==> config.mk <==
export PLATFORM = sky130hd
export DESIGN_NAME = wb_interconnect_nslv
export DESIGN_NICKNAME = d
export VERILOG_FILES = /design/src/rtl/wb_interconnect_nslv.sv
export SDC_FILE = /design/constraint.sdc
export NUM_CORES = 1
export LEC_CHECK = 0
export ABC_AREA = 1
export BUFFER_PORTS_ARGS = -buffer_cell sky130_fd_sc_hd__buf_2
export CORE_MARGIN = 2
export CORE_UTILIZATION = 40
export DETAILED_ROUTE_END_ITERATION = 10
export PLACE_DENSITY = 0.73
export SYNTH_ARGS = -nofsm -noshare
export SYNTH_HDL_FRONTEND = slang
export SYNTH_SLANG_ARGS = --single-unit
==> constraint.sdc <==
create_clock -name wb_clk_i -period 1.9 [get_ports wb_clk_i]
set_input_delay 0.285 -clock wb_clk_i [delete_from_list [all_inputs] [get_ports wb_clk_i]]
set_output_delay 0.285 -clock wb_clk_i [all_outputs]
set_load 0.02 [all_outputs]
==> src/rtl/wb_interconnect_nslv.sv <==
// Single-master to NUM_SLAVES-slave Wishbone interconnect with address-window
// decode, per-transfer ack timeout, bus-error response and a saturating error counter.
module wb_interconnect_nslv #(
  parameter int unsigned NUM_SLAVES  = 4,
  parameter logic [31:0] BASE_ADDR   = 32'h3000_0000,
  parameter int unsigned DEC_LSB     = 12,
  parameter int unsigned SLV_ADDR_WD = 10,
  parameter int unsigned TIMEOUT     = 255,
  parameter logic [31:0] ERR_DATA    = 32'hDEAD_BEEF
) (
  input  logic                       wb_clk_i,
  input  logic                       wb_rst_ni,
  input  logic                       m_wb_cyc_i,
  input  logic                       m_wb_stb_i,
  input  logic                       m_wb_we_i,
  input  logic [31:0]                m_wb_adr_i,
  input  logic [31:0]                m_wb_dat_i,
  input  logic [3:0]                 m_wb_sel_i,
  output logic [31:0]                m_wb_dat_o,
  output logic                       m_wb_ack_o,
  output logic                       m_wb_err_o,
  output logic [NUM_SLAVES-1:0]      s_wb_cyc_o,
  output logic [NUM_SLAVES-1:0]      s_wb_stb_o,
  output logic                       s_wb_we_o,
  output logic [SLV_ADDR_WD-1:0]     s_wb_adr_o,
  output logic [31:0]                s_wb_dat_o,
  output logic [3:0]                 s_wb_sel_o,
  input  logic [NUM_SLAVES*32-1:0]   s_wb_dat_i,
  input  logic [NUM_SLAVES-1:0]      s_wb_ack_i,
  output logic [15:0]                err_cnt_o,
  output logic                       err_irq_o
);

  localparam int unsigned SLOT_BITS = $clog2(NUM_SLAVES);
  localparam int unsigned TAG_LSB   = DEC_LSB + SLOT_BITS;
  localparam int unsigned TMR_WD    = 16;

  typedef enum logic [1:0] {IDLE, FWD, RESP, ERR} state_t;

  state_t                 state_q, state_d;
  logic [SLOT_BITS-1:0]   slot_q, slot_d;
  logic [TMR_WD-1:0]      timer_q, timer_d;
  logic [NUM_SLAVES-1:0]  cyc_d;
  logic                   we_d;
  logic [SLV_ADDR_WD-1:0] adr_d;
  logic [31:0]            sdat_d;
  logic [3:0]             sel_d;
  logic                   ack_d, err_d, irq_d;
  logic [31:0]            mdat_d;
  logic [15:0]            cnt_d;

  logic [SLOT_BITS-1:0]   req_slot_c;
  logic                   req_mapped_c;
  logic [NUM_SLAVES-1:0]  req_onehot_c;
  logic                   sel_ack_c;
  logic [31:0]            sel_dat_c;
  logic                   go_err_c;
  logic                   err_we_c;
  logic                   unused_c;

  assign unused_c = ^m_wb_adr_i[1:0];

  // Address decode of the incoming request and slot-indexed slave response mux.
  always_comb begin
    req_slot_c   = m_wb_adr_i[TAG_LSB-1:DEC_LSB];
    req_mapped_c = (m_wb_adr_i[31:TAG_LSB] == BASE_ADDR[31:TAG_LSB]) &&
                   (32'(req_slot_c) < NUM_SLAVES);
    req_onehot_c = '0;
    sel_ack_c    = 1'b0;
    sel_dat_c    = '0;
    for (int k = 0; k < int'(NUM_SLAVES); k++) begin
      if (req_slot_c == SLOT_BITS'(k)) req_onehot_c[k] = 1'b1;
      if (slot_q == SLOT_BITS'(k)) begin
        sel_ack_c = s_wb_ack_i[k];
        sel_dat_c = s_wb_dat_i[32*k +: 32];
      end
    end
  end

  // Next-state and next-output logic; response outputs are set on entry to RESP/ERR.
  always_comb begin
    state_d  = state_q;
    slot_d   = slot_q;
    timer_d  = timer_q;
    cyc_d    = s_wb_cyc_o;
    we_d     = s_wb_we_o;
    adr_d    = s_wb_adr_o;
    sdat_d   = s_wb_dat_o;
    sel_d    = s_wb_sel_o;
    ack_d    = 1'b0;
    err_d    = 1'b0;
    irq_d    = 1'b0;
    mdat_d   = '0;
    cnt_d    = err_cnt_o;
    go_err_c = 1'b0;
    err_we_c = 1'b0;
    case (state_q)
      IDLE: begin
        if (m_wb_cyc_i && m_wb_stb_i) begin
          slot_d  = req_slot_c;
          we_d    = m_wb_we_i;
          adr_d   = m_wb_adr_i[SLV_ADDR_WD+1:2];
          sdat_d  = m_wb_dat_i;
          sel_d   = m_wb_sel_i;
          timer_d = '0;
          if (req_mapped_c) begin
            state_d = FWD;
            cyc_d   = req_onehot_c;
          end else begin
            go_err_c = 1'b1;
            err_we_c = m_wb_we_i;
          end
        end
      end
      FWD: begin
        if (!m_wb_cyc_i) begin
          cyc_d   = '0;
          state_d = IDLE;
        end else if (sel_ack_c) begin
          cyc_d   = '0;
          state_d = RESP;
          ack_d   = 1'b1;
          mdat_d  = s_wb_we_o ? 32'h0 : sel_dat_c;
        end else if (timer_q == TMR_WD'(TIMEOUT - 1)) begin
          cyc_d    = '0;
          go_err_c = 1'b1;
          err_we_c = s_wb_we_o;
        end else begin
          timer_d = timer_q + TMR_WD'(1);
        end
      end
      RESP:    state_d = IDLE;
      ERR:     state_d = IDLE;
      default: state_d = IDLE;
    endcase
    if (go_err_c) begin
      state_d = ERR;
      ack_d   = 1'b1;
      err_d   = 1'b1;
      irq_d   = 1'b1;
      mdat_d  = err_we_c ? 32'h0 : ERR_DATA;
      cnt_d   = (err_cnt_o == 16'hFFFF) ? err_cnt_o : err_cnt_o + 16'd1;
    end
  end

  // State and registered outputs with synchronous active-low reset.
  always_ff @(posedge wb_clk_i) begin
    if (!wb_rst_ni) begin
      state_q    <= IDLE;
      slot_q     <= '0;
      timer_q    <= '0;
      s_wb_cyc_o <= '0;
      s_wb_stb_o <= '0;
      s_wb_we_o  <= 1'b0;
      s_wb_adr_o <= '0;
      s_wb_dat_o <= '0;
      s_wb_sel_o <= '0;
      m_wb_ack_o <= 1'b0;
      m_wb_err_o <= 1'b0;
      m_wb_dat_o <= '0;
      err_irq_o  <= 1'b0;
      err_cnt_o  <= '0;
    end else begin
      state_q    <= state_d;
      slot_q     <= slot_d;
      timer_q    <= timer_d;
      s_wb_cyc_o <= cyc_d;
      s_wb_stb_o <= cyc_d;
      s_wb_we_o  <= we_d;
      s_wb_adr_o <= adr_d;
      s_wb_dat_o <= sdat_d;
      s_wb_sel_o <= sel_d;
      m_wb_ack_o <= ack_d;
      m_wb_err_o <= err_d;
      m_wb_dat_o <= mdat_d;
      err_irq_o  <= irq_d;
      err_cnt_o  <= cnt_d;
    end
  end

endmodule

==> reports/qor.csv, run 1 <==
stage,metric,value,unit
synth,synth-seq-cells,121,
global_route,grt_pass1_wl,29400,um
cells_and_area,nets,1368,
routing,finalWirelength,20300,um
synth,synth_xor_area_share,3.49,%
cells_and_area,utilization,59.6,%
worst_setup_path,critical_path_class,register to register,
worst_setup_path,worst_path_max_delay_cell,dfxtp_1,
placed_design,hpwl,15200,um
sta,slew-limit-headroom,66.1,%
cells_and_area,drive_gt1_share,34.1,%
floorplanning,die_x,124,um
sta,min_period_over_period,94.0,%
cells_and_area,final_common_cell,buf_2,
cts,cts-root-buf,clkbuf_16,
routing,vias_per_cell,4.96,
worst_setup_path,cp_data_arrival_time,2080,ps
floorplanning,coreArea,14000,sq um
global_route,grt_max_degree,60,
worst_setup_path,critical_path_required,2190,ps
sta,period_needed,1790,ps
sta,worst_slew_pin_slew,509,ps
cts,clk_latency,410,ps
worst_setup_path,crit_fanout,6,
sta,rsz0062_at_grt,true,
floorplanning,start_util,41.3,%
floorplanning,io_pins,311,
routing,wire_per_inst,14.9,um
routing,post-route-drc-count,0,
cells_and_area,final_cell_mix,"buf_2 (308), nand2_1 (188), nor2_1 (175), dfxtp_1 (119), o21ai_0 (89)",
worst_setup_path,start_kind,register,
worst_setup_path,crit_chain,ha_1 -> nand3_1 -> and2b_1 -> nand2_1 -> inv_1 -> nand3_2 -> nand3_4 -> nand2_1,
synth,yosys_warnings,0,
sta,finalClockSkew,5.53,ps
synth,synthAdderAreaFrac,0.650,%
cts,path_clk_slew,60,ps
worst_setup_path,crit_top_cell,nand2_1,
placed_design,place.gp.congestion,0.898,
cells_and_area,area_growth,44.2,%
power,cellPowerDensity,870,nW/um^2
synth,synth_top_family_by_area,simple AND/OR/NAND/NOR gates,
synth,post_synth_instance_area,5780,sq um
global_route,grt_antenna_before_repair,9,
power,p_leak,0.00408,uW
worst_hold_path,min_path_type,input pin to register,
routing,num_vias,6752,
routing,ant_nets,0,
synth,synth-seq-area-share,41.9,%
cts,cts_buffer_depth,2,
placed_design,place_ws,-81.7,ps
cts,cts.sink_count,121,
global_route,grt_usage,25.2,%
floorplanning,die_h,124,um
sta,slew_viol_final,0,
synth,syn_inst,839,
cts,h-tree-depth,4,
sta,hold-worst-slack,119,ps
routing,drt_first_pass_iters,7,
synth,synth_compound_area_share,16.0,%
global_route,grt-ovfl-total,0,
placed_design,io_buffers,308,
worst_setup_path,setup.worst_path.end_class,register,
power,power.total,7250,uW
floorplanning,rows,43,
routing,first_iter_violations,327,
synth,yosys.area_share.simple,31.6,%
sta,hold_violations,0,
sta,finalSetupTns,0,ps
worst_setup_path,slowest_delay,410,ps
global_route,first_global_vias,5934,
floorplanning,dieArea,15400,sq um
power,peakVddDrop,0.560,mV
outcome,status,finished clean,
cts,cts_tree,done,
synth,syn_area_per_cell,6.89,sq um
cells_and_area,fillers,1388,
synth,synthMuxAreaShare,0,%
synth,synth_nets,1047,
sta,worst_slack,114,ps
sta,setup_viol,0,
cts,hold_buffers,0,
sta,fmax,0.560,GHz
synth,ys_types,35,
run,max_cap_violations,0,
cts,cts_buffers,17,
-- synth_stat cells --
master / number / share of area (%)
o211ai_1: 12 / 1.6
nand2_2: 2 / 0.22
nor3b_4: 1 / 0.32
and2_0: 1 / 0.11
or2_2: 1 / 0.11
o21ai_4: 1 / 0.28
nand3_1: 51 / 4.4
nand3b_1: 2 / 0.26
nand4_2: 1 / 0.22
buf_1: 4 / 0.26
ha_1: 3 / 0.65
nand3_4: 1 / 0.30
nand4_1: 3 / 0.32
inv_2: 3 / 0.19
nor3_1: 7 / 0.61
nand2_1: 189 / 12
xor2_1: 18 / 2.7
o22ai_1: 12 / 1.3
inv_1: 36 / 2.3
buf_2: 7 / 0.61
nor2_2: 3 / 0.32
or2_1: 1 / 0.11
a31oi_1: 1 / 0.11
clkbuf_1: 29 / 1.9
and2_1: 1 / 0.11
nor2_1: 176 / 11
a221oi_1: 8 / 1.2
dfxtp_1: 121 / 42
nand3_2: 2 / 0.35
xnor2_1: 5 / 0.76
a21oi_1: 32 / 2.8
a22o_1: 7 / 1.1
buf_4: 8 / 1.0
o21ai_0: 89 / 7.7
and2b_1: 1 / 0.13
-- logic make-up (layout without fill, tap and decap cells) --
logic type,count (synthesis),count (layout)
AOI/OAI and AO/OA,162,162
buffers and inverters,87,417
DFF,121,121
adders and majority gates,3,3
other,0,9
and+or+nand+nor,443,446
xor gates and xnor gates,23,23
-- where the power goes --
part	switching, uW	internal (uW)
clock	1160	2080
sequential	73.4	2680
combinational	757	503
total	1990	5270
-- layout make-up --
type | count | area (sq um) | share of cell area, %
multi-input cells | 634 | 3070 | 36.8
flip-flops and latches | 121 | 2420 | 29.1
repair buffers | 347 | 1850 | 22.2
clock buffers | 19 | 443 | 5.31
well taps | 180 | 225 | 2.70
clock inverters | 12 | 151 | 1.82
inverters | 39 | 151 | 1.82
diodes | 9 | 22.5 | 0.270
-- flip-flops by register name (all words and copies together), names as in the netlist --
signal and count:
s_wb_stb_o 4, state_q 2, err_irq_o 1, s_wb_dat_o 32, s_wb_sel_o 4, m_wb_ack_o 1, m_wb_dat_o 32, s_wb_we_o 1
err_cnt_o 16, s_wb_adr_o 10, timer_q 16, slot_q 2
-- critical path: cells and delay by family, from the launching register on --
kind / cells / cell delay, ps
fa+ha+maj: 1 / 170
simple gates: 6 / 970
buf+inv: 1 / 120
flops: 1 / 410
-- metal layers --
layer	up-vias	GRT usage [%]	wire length [um]
met5	-	0	0
met4	0	14.4	832
met3	50	7.51	1640
met2	276	43.1	9770
met1	3017	27.7	8020
li1	3409	-	-
-- repair_timing --
action / in CTS / in global routing
setup endpoints to repair: 19 / 43
resized for setup: 1 / 12
buffers inserted: 0 / 2
pin swaps: 0 / 1
cloned: 0 / 3
-- stage by stage --
stage | instance area [sq um] | cells
6_report | 8330 | 1361
4_1_cts | 8220 | 1347
3_5_place_dp | 7620 | 1316
2_1_floorplan | 5780 | 839
5_1_grt | 8330 | 1360
3_3_place_gp | 7620 | 1316
-- final timing paths --
path	startpoint	to	slack, ps	cells past startpoint
hold / removal	m_wb_dat_i[14]	s_wb_dat_o[14]	120	3
hold reg to reg	s_wb_adr_o[6]	s_wb_adr_o[6]	470	2
setup / recovery	timer_q[1]	m_wb_dat_o[18]	110	8
setup reg to reg	timer_q[1]	m_wb_dat_o[18]	110	8
Note: power is estimated with default switching activity, not from simulation.
==> run 2: changes to the inputs <==
RECOVER_POWER = 50   (was default)
==> reports/qor.csv, run 2 (synthesized netlist as in run 1, its figures left out) <==
stage,metric,value,unit,change
worst_setup_path,worstPathBufferInverterCount,1,,unchanged
cts,clk_latency,410,ps,about the same
run,max_cap_violations,0,,unchanged
power,net-switching-power,2000,uW,+0.34%
cells_and_area,nets,1368,,unchanged
cells_and_area,area_growth,42.0,%,
floorplanning,start_util,41.3,%,unchanged
outcome,status,finished clean,,
sta,slew_viol_final,0,,unchanged
global_route,grt_pass1_wl,29400,um,unchanged
placed_design,place.gp.congestion,0.898,,unchanged
power,combPwrFrac,16.9,%,-0.5 points
worst_setup_path,worst_path_max_delay_cell,dfxtp_1,,
cts,cts.sink_count,121,,unchanged
routing,drt_first_pass_iters,5,,-2
sta,finalSetupTns,0,ps,unchanged
routing,finalWirelength,20400,um,+0.61%
floorplanning,io_pins,311,,unchanged
placed_design,place_ws,-81.7,ps,unchanged
power,power.total,7220,uW,-0.41%
floorplanning,rows,43,,unchanged
worst_setup_path,crit_fanout,6,,unchanged
power,peakVddDrop,0.557,mV,-0.54%
power,p_int,5230,uW,-0.70%
worst_setup_path,critical_path_required,2190,ps,about the same
power,seqPwrFrac,38.2,%,+0.2 points
worst_setup_path,critical_path_class,register to register,,
cts,cts_buffers,17,,unchanged
placed_design,io_buffers,308,,unchanged
sta,hold_violations,0,,unchanged
sta,finalClockSkew,5.45,ps,-0.0724 ps
cts,h-tree-depth,4,,unchanged
worst_setup_path,critical_path.top_delay_family,simple AND/OR/NAND/NOR gates,,
cells_and_area,utilization,58.6,%,-0.94 points
power,cellPowerDensity,881,nW/um^2,+1.2%
worst_setup_path,cp_data_arrival_time,2080,ps,about the same
global_route,grt_antenna_before_repair,9,,unchanged
floorplanning,die_x,124,um,unchanged
cells_and_area,final_cell_mix,"buf_2 (203), nand2_1 (188), nor2_1 (175), dfxtp_1 (119), clkbuf_1 (106)",,
routing,ant_nets,0,,unchanged
cts,path_clk_slew,60,ps,about the same
floorplanning,die_h,124,um,unchanged
routing,vias_per_cell,4.95,,-0.30%
routing,post-route-drc-count,0,,unchanged
cts,cts_tree,done,,
power,power.share.clock,44.8,%,+0.2 points
sta,period_needed,1790,ps,+2.52 ps
floorplanning,dieArea,15400,sq um,unchanged
cts,cts_buffer_depth,2,,unchanged
placed_design,hpwl,15200,um,unchanged
cells_and_area,largest_registers,"m_wb_dat_o (32), s_wb_dat_o (32)",,
routing,wl_met3,1600,um,-2.6%
worst_setup_path,start_kind,register,,
global_route,grt_max_degree,60,,unchanged
sta,min_period_over_period,94.1,%,+0.13 points
sta,worst_slew_pin_slew,518,ps,+9.31 ps
sta,worst_slack,111,ps,-2.52 ps
cts,hold_buffers,0,,unchanged
routing,first_iter_violations,359,,+9.8%
sta,setup_viol,0,,unchanged
cells_and_area,drive_gt1_share,25.2,%,-9.0 points
worst_setup_path,setup.worst_path.end_class,register,,
worst_setup_path,crit_chain,ha_1 -> nand3_1 -> and2b_1 -> nand2_1 -> inv_1 -> nand3_2 -> nand3_4 -> nand2_1,,
worst_hold_path,min_path_type,input pin to register,,
power,switching_share,27.6,%,+0.21 points
routing,highest_layer,met4,,
sta,slew-limit-headroom,65.4,%,-0.62 points
cts,cts-root-buf,clkbuf_16,,
global_route,grt_usage,25.2,%,unchanged
routing,wire_per_inst,15.0,um,+0.61%
worst_setup_path,crit_top_cell,nand2_1,,
routing,wl_met1,8170,um,+1.9%
sta,rsz0062_at_grt,true,,
global_route,first_global_vias,5934,,unchanged
sta,fmax,0.559,GHz,-0.14%
floorplanning,coreArea,14000,sq um,unchanged
routing,wl_met2,9780,um,+0.16%
worst_setup_path,slowest_delay,410,ps,about the same
global_route,grt-ovfl-total,0,,unchanged
cells_and_area,final_common_cell,buf_2,,
power,p_leak,0.00365,uW,-11%
routing,num_vias,6732,,-0.30%
-- run 2: cell count changes in the layout (fill, tap and decap cells not counted) --
cell | before | now
clkbuf_1 | 1 | 106
buf_2 | 308 | 203
-- run 2: per-layer routing --
layer  global-route usage, %  vias up
li1                        -     3408
met1                    27.7     3013
met2                    43.1      259
met3                    7.51       52
met4                    14.4        0
met5                       0        -
-- run 2: repair_timing --
action | in CTS | in global routing
cloned | 0 | 3
endpoints found under the setup margin | 19 | 43
gates resized for setup | 1 | 12
pin swaps | 0 | 1
buffers inserted | 0 | 2
-- run 2: cell type report --
type                            count  area [sq um]
Multi-Input combinational cell    634          3070
Fill cell                        1453          5790
Inverter                           39           151
Sequential cell                   121          2420
Antenna cell                        9          22.5
Clock buffer                       19           443
Timing Repair Buffer              347          1720
Clock inverter                     12           151
Tap cell                          180           225
-- run 2: power groups by stage --
stage	logic, uW	clock network, uW	registers [uW]
final	1220	3240	2760
after global routing	1350	3410	2780
after CTS	1250	3280	2760
after detailed placement	1240	0	2810
after global placement	1240	0	2800
after floorplan	542	0	2960
-- run 2: path summary, 6_finish.rpt --
kind / from / endpoint / depth (start not counted) / slack (ps)
setup / recovery: timer_q[1] / m_wb_dat_o[9] / 8 / 110
hold reg to reg: s_wb_adr_o[5] / s_wb_adr_o[5] / 2 / 470
hold / removal: m_wb_adr_i[6] / s_wb_adr_o[4] / 3 / 120
setup reg to reg: timer_q[1] / m_wb_dat_o[9] / 8 / 110
-- run 2: through the flow --
stage               cells  cell area, sq um  hold slack [ps]
detailed placement   1316              7620              465
finish               1361              8200              118
global route         1360              8200              114
global placement     1316              7620              457
CTS                  1347              8220              100
floorplan             839              5780              418
-- run 2: worst min-delay path, delay by kind of cell --
kind	cells	cell delay, ps
buf+inv	1	70
compound gates	1	70
simple gates	1	70
==> run 3: changes to the inputs <==
CORE_AREA = 2 2 120 122   (was default)
CORE_MARGIN = default   (was 2)
CORE_UTILIZATION = default   (was 40)
DIE_AREA = 0 0 122 124   (was default)
PLACE_DENSITY = 0.76   (was 0.73)
==> reports/qor.csv, run 3 (synthesized netlist as in run 1, its figures left out) <==
stage,metric,value,unit,change
cts,cts_buffer_depth,2,,unchanged
routing,ant_nets,0,,unchanged
cells_and_area,utilization,59.4,%,+0.75 points
global_route,grt-ovfl-total,0,,unchanged
worst_setup_path,worstPathBufferInverterCount,2,,+1
routing,vias_per_cell,5.07,,+2.5%
floorplanning,die_x,122,um,-1.8%
worst_hold_path,holdPathStages,3,,unchanged
worst_setup_path,rr_endpoint,m_wb_dat_o[30],,
placed_design,place_area,7560,sq um,-0.69%
cts,hold_buffers,0,,unchanged
floorplanning,dieArea,15100,sq um,-1.9%
cts,cts.sink_count,121,,unchanged
floorplanning,rows,43,,unchanged
worst_setup_path,r2r-start,timer_q[0],,
outcome,status,finished clean,,
routing,drt_first_pass_iters,7,,+2
floorplanning,start_util,42.1,%,+0.81 points
worst_setup_path,critical_path_class,register to register,,
power,p_int,5490,uW,+5.0%
worst_setup_path,critical_path.top_delay_family,simple AND/OR/NAND/NOR gates,,
sta,worst_slew_pin_slew,512,ps,-6.54 ps
worst_setup_path,crit_chain,inv_1 -> ha_1 -> nand3_1 -> and2b_1 -> nand2_1 -> o21ai_4 -> nand2_2 -> inv_2 -> nand3_4 -> nand2_1,,
cts,cts_tree,done,,
floorplanning,io_pins,311,,unchanged
sta,min_period_over_period,94.2,%,about the same
worst_setup_path,critical_path_required,2250,ps,+60 ps
routing,num_vias,6859,,+1.9%
run,max_cap_violations,0,,unchanged
power,combPwrFrac,16.0,%,-0.9 points
routing,wire_per_inst,15.5,um,+3.5%
placed_design,place.gp.congestion,0.963,,+7.3%
worst_setup_path,start_kind,register,,
worst_setup_path,reg2reg_slack,110,ps,about the same
sta,setup_viol,0,,unchanged
cts,cts_buffers,17,,unchanged
cts,h-tree-depth,4,,unchanged
worst_setup_path,cp-startpoint,timer_q[0],,
worst_setup_path,setup.worst_path.end_class,register,,
global_route,grt_antenna_before_repair,12,,+3
cells_and_area,largest_registers,"m_wb_dat_o (32), s_wb_dat_o (32)",,
global_route,grt_usage,27.2,%,+2.0 points
power,net-switching-power,1980,uW,-0.56%
worst_setup_path,slowest_delay,340,ps,-70 ps
sta,finalSetupTns,0,ps,unchanged
worst_setup_path,critical_path_depth,10,,+2
power,peakVddDrop,0.702,mV,+26%
sta,period_needed,1790,ps,+0.331 ps
power,cellPowerDensity,918,nW/um^2,+4.2%
cts,path_clk_slew,60,ps,about the same
sta,finalClockSkew,9.72,ps,+4.26 ps
cells_and_area,final_cell_mix,"buf_2 (202), nand2_1 (189), nor2_1 (176), dfxtp_1 (116), clkbuf_1 (108)",,
worst_setup_path,worst_path_max_delay_cell,dfxtp_2,,
cells_and_area,final_common_cell,buf_2,,
cells_and_area,final_cell_area,8150,sq um,-0.67%
cts,clk_latency,410,ps,about the same
global_route,first_global_vias,6494,,+9.4%
cells_and_area,area_growth,41.0,%,
placed_design,place_ws,42.1,ps,+124 ps
worst_setup_path,crit_fanout,12,,+6
floorplanning,die_h,124,um,-0.15%
routing,finalWirelength,21000,um,+2.8%
placed_design,hpwl,15500,um,+2.2%
power,p_leak,0.00362,uW,-0.74%
sta,fmax,0.559,GHz,about the same
power,power.share.clock,47.0,%,+2.2 points
cells_and_area,nets,1358,,-0.73%
routing,first_iter_violations,415,,+16%
sta,rsz0062_at_grt,false,,
sta,hold_violations,0,,unchanged
power,switching_share,26.5,%,-1.1 points
worst_setup_path,worstRegToRegCells,10,,+2
worst_setup_path,crit_top_cell,nand2_1,,
global_route,grt_max_degree,48,,-20%
worst_setup_path,worstSetupEndpoint,m_wb_dat_o[30],,
worst_setup_path,cp_data_arrival_time,2140,ps,+60 ps
sta,worst_slack,111,ps,-0.331 ps
routing,post-route-drc-count,0,,unchanged
power,seqPwrFrac,37.0,%,-1.2 points
global_route,grt_pass1_wl,32100,um,+9.1%
floorplanning,coreArea,13700,sq um,-1.9%
sta,slew_viol_final,0,,unchanged
worst_hold_path,min_path_type,input pin to register,,
cells_and_area,drive_gt1_share,24.4,%,-0.82 points
cts,cts-root-buf,clkbuf_16,,
placed_design,io_buffers,308,,unchanged
sta,slew-limit-headroom,65.9,%,+0.44 points
-- run 3: cell count changes in the layout (fill, tap and decap cells not counted), sizes merged --
cell	before	now
diode	9	11
bufinv	3	5
clkbuf	124	127
clkinv	5	2
inv	38	40
buf	242	231
nand3	57	56
clkinvlp	5	3
-- run 3: layout make-up --
type | count | area, sq um
Sequential cell | 121 | 2430
Tap cell | 180 | 225
Fill cell | 1332 | 5570
Antenna cell | 11 | 27.5
Clock buffer | 20 | 447
Inverter | 39 | 146
Timing Repair Buffer | 338 | 1650
Clock inverter | 11 | 195
Multi-Input combinational cell | 633 | 3030
-- run 3: power groups by stage --
stage / Combinational [uW] / Sequential (uW) / Clock [uW]
3_3_place_gp: 1200 / 2810 / 0
4_1_cts: 1220 / 2760 / 3550
6_report: 1200 / 2770 / 3510
3_5_place_dp: 1210 / 2810 / 0
2_1_floorplan: 542 / 2960 / 0
5_1_grt: 1330 / 2780 / 3670
-- run 3: stage by stage --
stage	power, uW	instances	hold slack (ps)
CTS	7530	1340	112
global route	7780	1352	120
global placement	4010	1309	457
floorplan	3510	839	418
finish	7480	1353	119
detailed placement	4020	1309	464
-- run 3: metal layers --
layer  vias up  routed length, um  global-route usage, %
met2       318              10000                   46.4
met1      3095               8240                   30.3
li1       3384                  -                      -
met3        60               1730                   8.20
met5         -                 13                      0
met4         2                955                   15.2
-- run 3: timing repair --
action | in CTS | in global routing
endpoints found under the setup margin | 0 | 37
resized for setup | 0 | 9
setup buffers | 0 | 0
-- run 3: worst min path at each step --
stage                     from        endpoint  slack, ps
2_1_floorplan        wb_rst_ni      m_wb_ack_o        420
3_3_place_gp    s_wb_dat_o[27]  s_wb_dat_o[27]        460
3_5_place_dp     s_wb_dat_o[8]   s_wb_dat_o[8]        460
4_1_cts         m_wb_dat_i[23]  s_wb_dat_o[23]        110
5_1_grt        s_wb_dat_i[113]  m_wb_dat_o[17]        120
6_report        m_wb_dat_i[23]  s_wb_dat_o[23]        120
-- run 3: worst register-to-register path, stage by stage, from the launching register on --
cell	delay [ps]
dfxtp_2	340
inv_1	80
ha_1	150
nand3_1	90
and2b_1	190
nand2_1	100
o21ai_4	220
nand2_2	100
inv_2	160
nand3_4	200
nand2_1	110
